[src/rtl/key_evt_pkg.sv]
// Shared widths, defaults and helpers for the key event queue.
package key_evt_pkg;

  // Default sizing: four keys, four-entry queue, 250 ms at 50 MHz.
  localparam int unsigned N_DEF       = 4;
  localparam int unsigned DEPTH_DEF   = 4;
  localparam int unsigned DBL_WIN_DEF = 12500000;

  // Key code width; a single key still gets a one-bit code.
  function automatic int unsigned cw_f(input int unsigned n);
    return (n <= 1) ? 1 : $clog2(n);
  endfunction

  // Window counter width; wide enough to hold DBL_WIN itself.
  function automatic int unsigned tw_f(input int unsigned win);
    return $clog2(win + 1);
  endfunction

  // FIFO pointer width.
  function automatic int unsigned aw_f(input int unsigned depth);
    return $clog2(depth);
  endfunction

  // The window counter resets saturated ("window expired"), so the first
  // press after reset can never be taken for the second half of a double.
  function automatic int unsigned win_rst_f(input int unsigned win);
    return win;
  endfunction

endpackage

[src/rtl/key_evt_fifo.sv]
// Synchronous show-ahead FIFO with exact occupancy count.
module key_evt_fifo
  import key_evt_pkg::*;
#(
  parameter  int unsigned W     = 3,
  parameter  int unsigned DEPTH = 4,
  localparam int unsigned AW    = aw_f(DEPTH)
) (
  input  logic         clk,
  input  logic         rst,
  input  logic         push,
  input  logic [W-1:0] din,
  input  logic         pop,
  output logic [W-1:0] dout,
  output logic         full,
  output logic         empty,
  output logic [AW:0]  count
);

  localparam logic [AW:0] CNT_FULL = (AW + 1)'(DEPTH);

  logic [W-1:0]  mem [DEPTH];
  logic [AW-1:0] wr_ptr;
  logic [AW-1:0] rd_ptr;
  logic          push_ok;
  logic          pop_ok;

  // Full/empty come straight from the registered count.
  assign full    = (count == CNT_FULL);
  assign empty   = (count == '0);
  assign push_ok = push && !full;
  assign pop_ok  = pop && !empty;

  // Head is forced to zero while empty so stale storage never shows.
  assign dout = empty ? '0 : mem[rd_ptr];

  // Storage write.
  // NOTE: the storage array has no reset; validity is carried by count, so
  // resetting it would only add logic.
  always_ff @(posedge clk) begin
    if (push_ok) mem[wr_ptr] <= din;
  end

  // Pointers and occupancy; pointers wrap naturally since DEPTH is 2^AW.
  // NOTE: all state uses non-blocking assignment so every register samples
  // the pre-edge values of the others.
  always_ff @(posedge clk or negedge rst) begin
    if (!rst) begin
      wr_ptr <= '0;
      rd_ptr <= '0;
      count  <= '0;
    end else begin
      if (push_ok) wr_ptr <= wr_ptr + AW'(1);
      if (pop_ok)  rd_ptr <= rd_ptr + AW'(1);
      unique case ({push_ok, pop_ok})
        2'b10:   count <= count + (AW + 1)'(1);
        2'b01:   count <= count - (AW + 1)'(1);
        default: count <= count;
      endcase
    end
  end

endmodule

[src/rtl/key_event_queue.sv]
// Serializes debounced key presses into encoded events, tags double-clicks
// and buffers them behind a valid/ready interface.
module key_event_queue
  import key_evt_pkg::*;
#(
  parameter  int unsigned N       = N_DEF,
  parameter  int unsigned DEPTH   = DEPTH_DEF,
  parameter  int unsigned DBL_WIN = DBL_WIN_DEF,
  localparam int unsigned CW      = cw_f(N),
  localparam int unsigned AW      = aw_f(DEPTH)
) (
  input  logic          clk,
  input  logic          rst,
  input  logic [N-1:0]  key_pulse,
  input  logic          ev_ready,
  input  logic          ovf_clr,
  output logic          ev_valid,
  output logic [CW-1:0] ev_code,
  output logic          ev_double,
  output logic [AW:0]   count,
  output logic          overflow
);

  localparam int unsigned TW      = tw_f(DBL_WIN);
  localparam logic [TW-1:0] WIN_MAX = TW'(win_rst_f(DBL_WIN));

  typedef struct packed {
    logic          dbl;
    logic [CW-1:0] code;
  } key_evt_t;

  logic [N-1:0]  pending;
  logic [N-1:0]  grant_vec;
  logic [CW-1:0] grant_idx;
  logic          grant;
  logic          push_dbl;
  logic          lost;
  logic          last_valid;
  logic [CW-1:0] last_code;
  logic [TW-1:0] win_cnt;
  logic          fifo_full;
  logic          fifo_empty;
  key_evt_t      push_evt;
  key_evt_t      head_evt;

  // Lowest-index pending key wins; nothing is granted while the queue is full.
  // NOTE: every always_comb output gets a default first so no latch is inferred.
  always_comb begin
    grant_idx = '0;
    grant_vec = '0;
    for (int i = int'(N) - 1; i >= 0; i--) begin
      if (pending[i]) grant_idx = CW'(i);
    end
    grant = (|pending) && !fifo_full;
    if (grant) grant_vec[grant_idx] = 1'b1;
  end

  // A repeat of the same key inside the window (grant to grant) is a double.
  assign push_dbl = last_valid && (last_code == grant_idx) && (win_cnt < WIN_MAX);

  // A pulse on a key already waiting and not leaving this cycle is lost.
  assign lost = |(key_pulse & pending & ~grant_vec);

  assign push_evt = '{dbl: push_dbl, code: grant_idx};

  // Pending mask: drop the granted key, merge in new pulses.
  always_ff @(posedge clk or negedge rst) begin
    if (!rst) pending <= '0;
    else      pending <= (pending & ~grant_vec) | key_pulse;
  end

  // Window tracker: restart on every grant; a double consumes the pair.
  always_ff @(posedge clk or negedge rst) begin
    if (!rst) begin
      last_valid <= 1'b0;
      last_code  <= '0;
      win_cnt    <= WIN_MAX;
    end else if (grant) begin
      last_valid <= !push_dbl;
      last_code  <= grant_idx;
      win_cnt    <= '0;
    end else if (win_cnt != WIN_MAX) begin
      win_cnt <= win_cnt + TW'(1);
    end
  end

  // Sticky overflow; a loss in the same cycle beats the clear.
  always_ff @(posedge clk or negedge rst) begin
    if (!rst)         overflow <= 1'b0;
    else if (lost)    overflow <= 1'b1;
    else if (ovf_clr) overflow <= 1'b0;
  end

  key_evt_fifo #(
    .W     (CW + 1),
    .DEPTH (DEPTH)
  ) u_fifo (
    .clk   (clk),
    .rst   (rst),
    .push  (grant),
    .din   (push_evt),
    .pop   (ev_valid && ev_ready),
    .dout  (head_evt),
    .full  (fifo_full),
    .empty (fifo_empty),
    .count (count)
  );

  assign ev_valid  = !fifo_empty;
  assign ev_code   = head_evt.code;
  assign ev_double = head_evt.dbl;

endmodule

[config.mk]
export PLATFORM = sky130hd
export DESIGN_NAME = key_event_queue
export DESIGN_NICKNAME = d
export VERILOG_FILES = /design/src/rtl/key_evt_pkg.sv /design/src/rtl/key_evt_fifo.sv /design/src/rtl/key_event_queue.sv
export SDC_FILE = /design/constraint.sdc
export NUM_CORES = 1
export LEC_CHECK = 0
export CORE_MARGIN = 2
export CORE_UTILIZATION = 63
export DETAILED_ROUTE_END_ITERATION = 7
export GPL_TIMING_DRIVEN = 0
export PLACE_DENSITY = 0.91
export RECOVER_POWER = 25
export SYNTH_ARGS = -nofsm -noshare
export SYNTH_HDL_FRONTEND = slang
export SYNTH_HIERARCHICAL = 1
export SYNTH_SLANG_ARGS = --single-unit
[constraint.sdc]
create_clock -name clk -period 4.42 [get_ports clk]
set_input_delay 0.884 -clock clk [delete_from_list [all_inputs] [get_ports clk]]
set_output_delay 0.884 -clock clk [all_outputs]
set_load 0.01 [all_outputs]
==> results.yml <==
outcome:
  status: "finished with violations"
  violated_checks: "capacitance limit, slew limit"
grt:
  grt_first_pass_wirelength_um: 8670
  grt_pass1_vias: 1888
  globalRouteTotalUtil_pct: 22.5
  largest_net_degree_at_the_start_of_global_routing: 40
  grt_overflow: 0
  antenna_violations_before_repair: 0
clocking:
  cts.path.max_buffers: 2
  clock_sink_count: 51
  clk-insertion-delay-late_ps: 310
  number_of_cells_upsized_or_downsized_after_cts: 0
  cts_tree: "done"
  cts.root.buffer_cell: "sky130_fd_sc_hd__clkbuf_8"
  cts_buffers: 5
  clock_tree.htree_level_count: 2
  cts.hold.buffers_added: 0
  path_clk_slew_ps: 100
  post-cts-setup-buffers: 0
worst_setup_path:
  critical_path.startpoint: "u_fifo/count[0]"
  setup.worst_path.start_class: "flop"
  reg2reg_to: "u_fifo/count[2]"
  slowest_cell_delay_on_critical_path_ps: 940
  worst-endpoint-arrival_ps: 3880
  crit_fanout: 10
  timing.reg2reg.setup_slack_ps: 780
  critPathBufInv: 4
  path_delay_family: "simple AND/OR/NAND/NOR gates"
  required_ps: 4660
  critPathKind: "reg -> reg"
  crit_path_cell_trace: "nor3b_1 -> a21o_1 -> clkinv_1 -> clkbuf_1 -> nor2b_4 -> inv_1 -> ha_1 -> inv_1 -> fa_1 -> xor2_1 -> nor2_1 -> xor2_1"
  critical-path-slowest-cell: "sky130_fd_sc_hd__nor3b_1"
  worst_setup_path_end_kind: "flop"
  worst-r2r-cell-count: 12
  r2r-start: "u_fifo/count[0]"
logic_synthesis:
  ys_seq_elements: 51
  ys_async_rst_share_pct: 76.5
  syn-num-nets: 267
  number_of_different_library_cells_in_the_post_synthesis_netlist: 55
  ys_seq_area_share_pct: 49.7
  ys_warn_count: 6
  netlist.top_cell.by_area: "sky130_fd_sc_hd__dfrtp_1"
  synth_cells: 251
  synth.cell_area_um2: 2720
  synth.top_cells.by_area: "sky130_fd_sc_hd__dfrtp_1 (25%), sky130_fd_sc_hd__edfxtp_1 (13%), sky130_fd_sc_hd__dfstp_2 (12%)"
  yosys_most_used_dff: "sky130_fd_sc_hd__dfrtp_1"
  avgSynthCellArea_um2: 10.8
  synth_enable_flop_cells: 12
  synthDominantCellAreaShare_pct: 24.8
sta:
  final.setup.tns_ps: 0
  hold_violations: 0
  timing.slew.headroom_pct: -34.4
  max_clock_freq_mhz: 275
  final.setup.worst_slack_ps: 778
  fin_skew_ps: 13.7
  finalSetupViolations: 0
  final_max_slew_viol_count: 40
  final_min_period_over_clock_period_pct: 82.4
  finalCriticalPeriod_ps: 3640
  tightest_slew_ps: 2020
  grt_setup_unrepaired: "false"
floorplan:
  die_w_um: 69.7
  rows: 23
  die-area_um2: 4860
  dieHeight_um: 69.7
  initial_utilization_pct: 66.6
  io_pins: 16
  core_region_area_um2: 4090
routing:
  route.vias.total: 1913
  wl_um: 4990
  vias_per_cell: 5.90
  wl_per_cell_um: 15.4
  drt_iter0_drc: 96
  post-route-drc-count: 0
  dr.pass1.iters: 4
  antenna_violating_nets_post_route: 0
placed_design:
  place.detailed.instances: 316
  place.gp.congestion: 0.809
  hpwl_um: 3570
  pre_cts_slack_ps: 1370
  placement.cell_area_um2: 2930
  portBuffers: 15
power_and_ir_drop:
  ir_worst_vdd_v: 0.000252
  power.static_leakage_nw: 1.14
  power.clock.fraction_pct: 20.3
  share_comb_of_total_power_pct: 36.7
  internal-power_mw: 1.07
  power.sequential.fraction_pct: 43.0
  power.density_cell_area_nw_per_um2: 522
  netSwitchingPower_mw: 0.512
  power.switching_fraction_pct: 32.4
final_layout:
  layout.filler_cells: 288
  final_layout_size_suffix_gt1_share_pct: 14.2
  final_cell_mix: "sky130_fd_sc_hd__dfrtp_1 (27), sky130_fd_sc_hd__nor2_1 (17), sky130_fd_sc_hd__inv_1 (15), sky130_fd_sc_hd__a21oi_1 (15)"
  final_util_pct: 74.0
  finalNetCount: 289
  sequential_cell_area_um2: 1350
  post_route_cell_area_um2: 3020
  multi_input_area_um2: 1220
  n_antenna_cell: 0
  area_delta_synth_final_pct: 11.2
  mostFrequentLayoutCell: "sky130_fd_sc_hd__dfrtp_1"
  stdcell_count: 324
worst_hold_path:
  timing.hold.worst_path_depth: 2
  whs_endpoint: "win_cnt[20]"
  timing.hold.worst.start: "win_cnt[20]"
  hp-class: "reg -> reg"
job:
  cap_viol_max_count: 1
[synth_stat cells, drive strengths merged, types with 4 or more instances]
| cell | number |
|---|---|
| nand3 | 12 |
| dfstp | 12 |
| o31ai | 5 |
| nand4 | 6 |
| nand2 | 14 |
| and2 | 6 |
| inv | 15 |
| xor2 | 9 |
| dfrtp | 27 |
| or3 | 4 |
| and4 | 4 |
| buf | 5 |
| nor2b | 5 |
| edfxtp | 12 |
| o21ai | 11 |
| ha | 7 |
| and3 | 4 |
| nor2 | 17 |
| a21oi | 15 |
| clkbuf | 6 |
| xnor2 | 7 |
| or4 | 7 |
[per-layer routing]
| metal | GRT usage (%) | vias to the layer above | share of wire (%) | wire, um |
|---|---|---|---|---|
| met5 | 0 | - | 0 | 0 |
| li1 | - | 948 | - | - |
| met3 | 3.34 | 9 | 3.1 | 155 |
| met2 | 35.6 | 35 | 49 | 2440 |
| met1 | 31.2 | 921 | 46 | 2290 |
| met4 | 9.40 | 0 | 1.9 | 96 |
[kinds of logic (layout without fill, tap and decap cells)]
family	Yosys count	count (layout)	share of synthesized area [%]
fa+ha+maj	8	8	3.96
buf+inv	27	50	5.15
simple gates	95	95	20.9
mux	8	8	4.60
flops	51	51	49.7
xor+xnor	16	16	5.15
compound gates	46	46	10.6
[sequential cells by signal, indices dropped and copies added, names as in the netlist]
signal         flops
overflow           1
u_fifo/count       3
pending            4
last_code          2
win_cnt           24
u_fifo/rd_ptr      2
last_valid         1
u_fifo/wr_ptr      2
u_fifo/mem        12
[worst max path at each step]
| stage | endpoint | cells after the start | slack (ps) |
|---|---|---|---|
| 2_1_floorplan | u_fifo/count[2] | 12 | 1760 |
| 3_3_place_gp | u_fifo/count[2] | 12 | 1450 |
| 3_5_place_dp | u_fifo/count[2] | 12 | 1370 |
| 4_1_cts | u_fifo/count[2] | 12 | 1320 |
| 5_1_grt | u_fifo/count[2] | 12 | 550 |
| 6_report | u_fifo/count[2] | 12 | 780 |
[per-stage QoR]
stage                     hold slack, ps  power (mW)
after floorplan                      460        1.08
after global placement               472        1.24
after detailed placement             485        1.28
after CTS                            500        1.60
after global routing                 523        1.68
final                                495        1.58
[layout make-up]
| cell class | instances | share of cell area (%) |
|---|---|---|
| clock buffer | 6 | 2.40 |
| tap | 50 | 2.07 |
| sequential | 51 | 44.7 |
| buffer | 11 | 2.61 |
| timing repair buffer | 15 | 4.76 |
| clock inverter | 2 | 1.24 |
| multi-input combinational | 173 | 40.3 |
| inverter | 16 | 1.99 |
[power groups by stage]
stage | clock network [mW] | logic, mW | registers (mW)
floorplan | 0 | 0.397 | 0.679
global placement | 0 | 0.558 | 0.683
detailed placement | 0 | 0.586 | 0.696
CTS | 0.327 | 0.591 | 0.686
global route | 0.346 | 0.639 | 0.694
finish | 0.320 | 0.579 | 0.680
[tightest hold or removal path: stages (launching register included)]
cell                      delay [ps]
sky130_fd_sc_hd__dfstp_2         380
sky130_fd_sc_hd__o31ai_1          60
sky130_fd_sc_hd__a21oi_1          60
(Power assumes the default switching activity.)
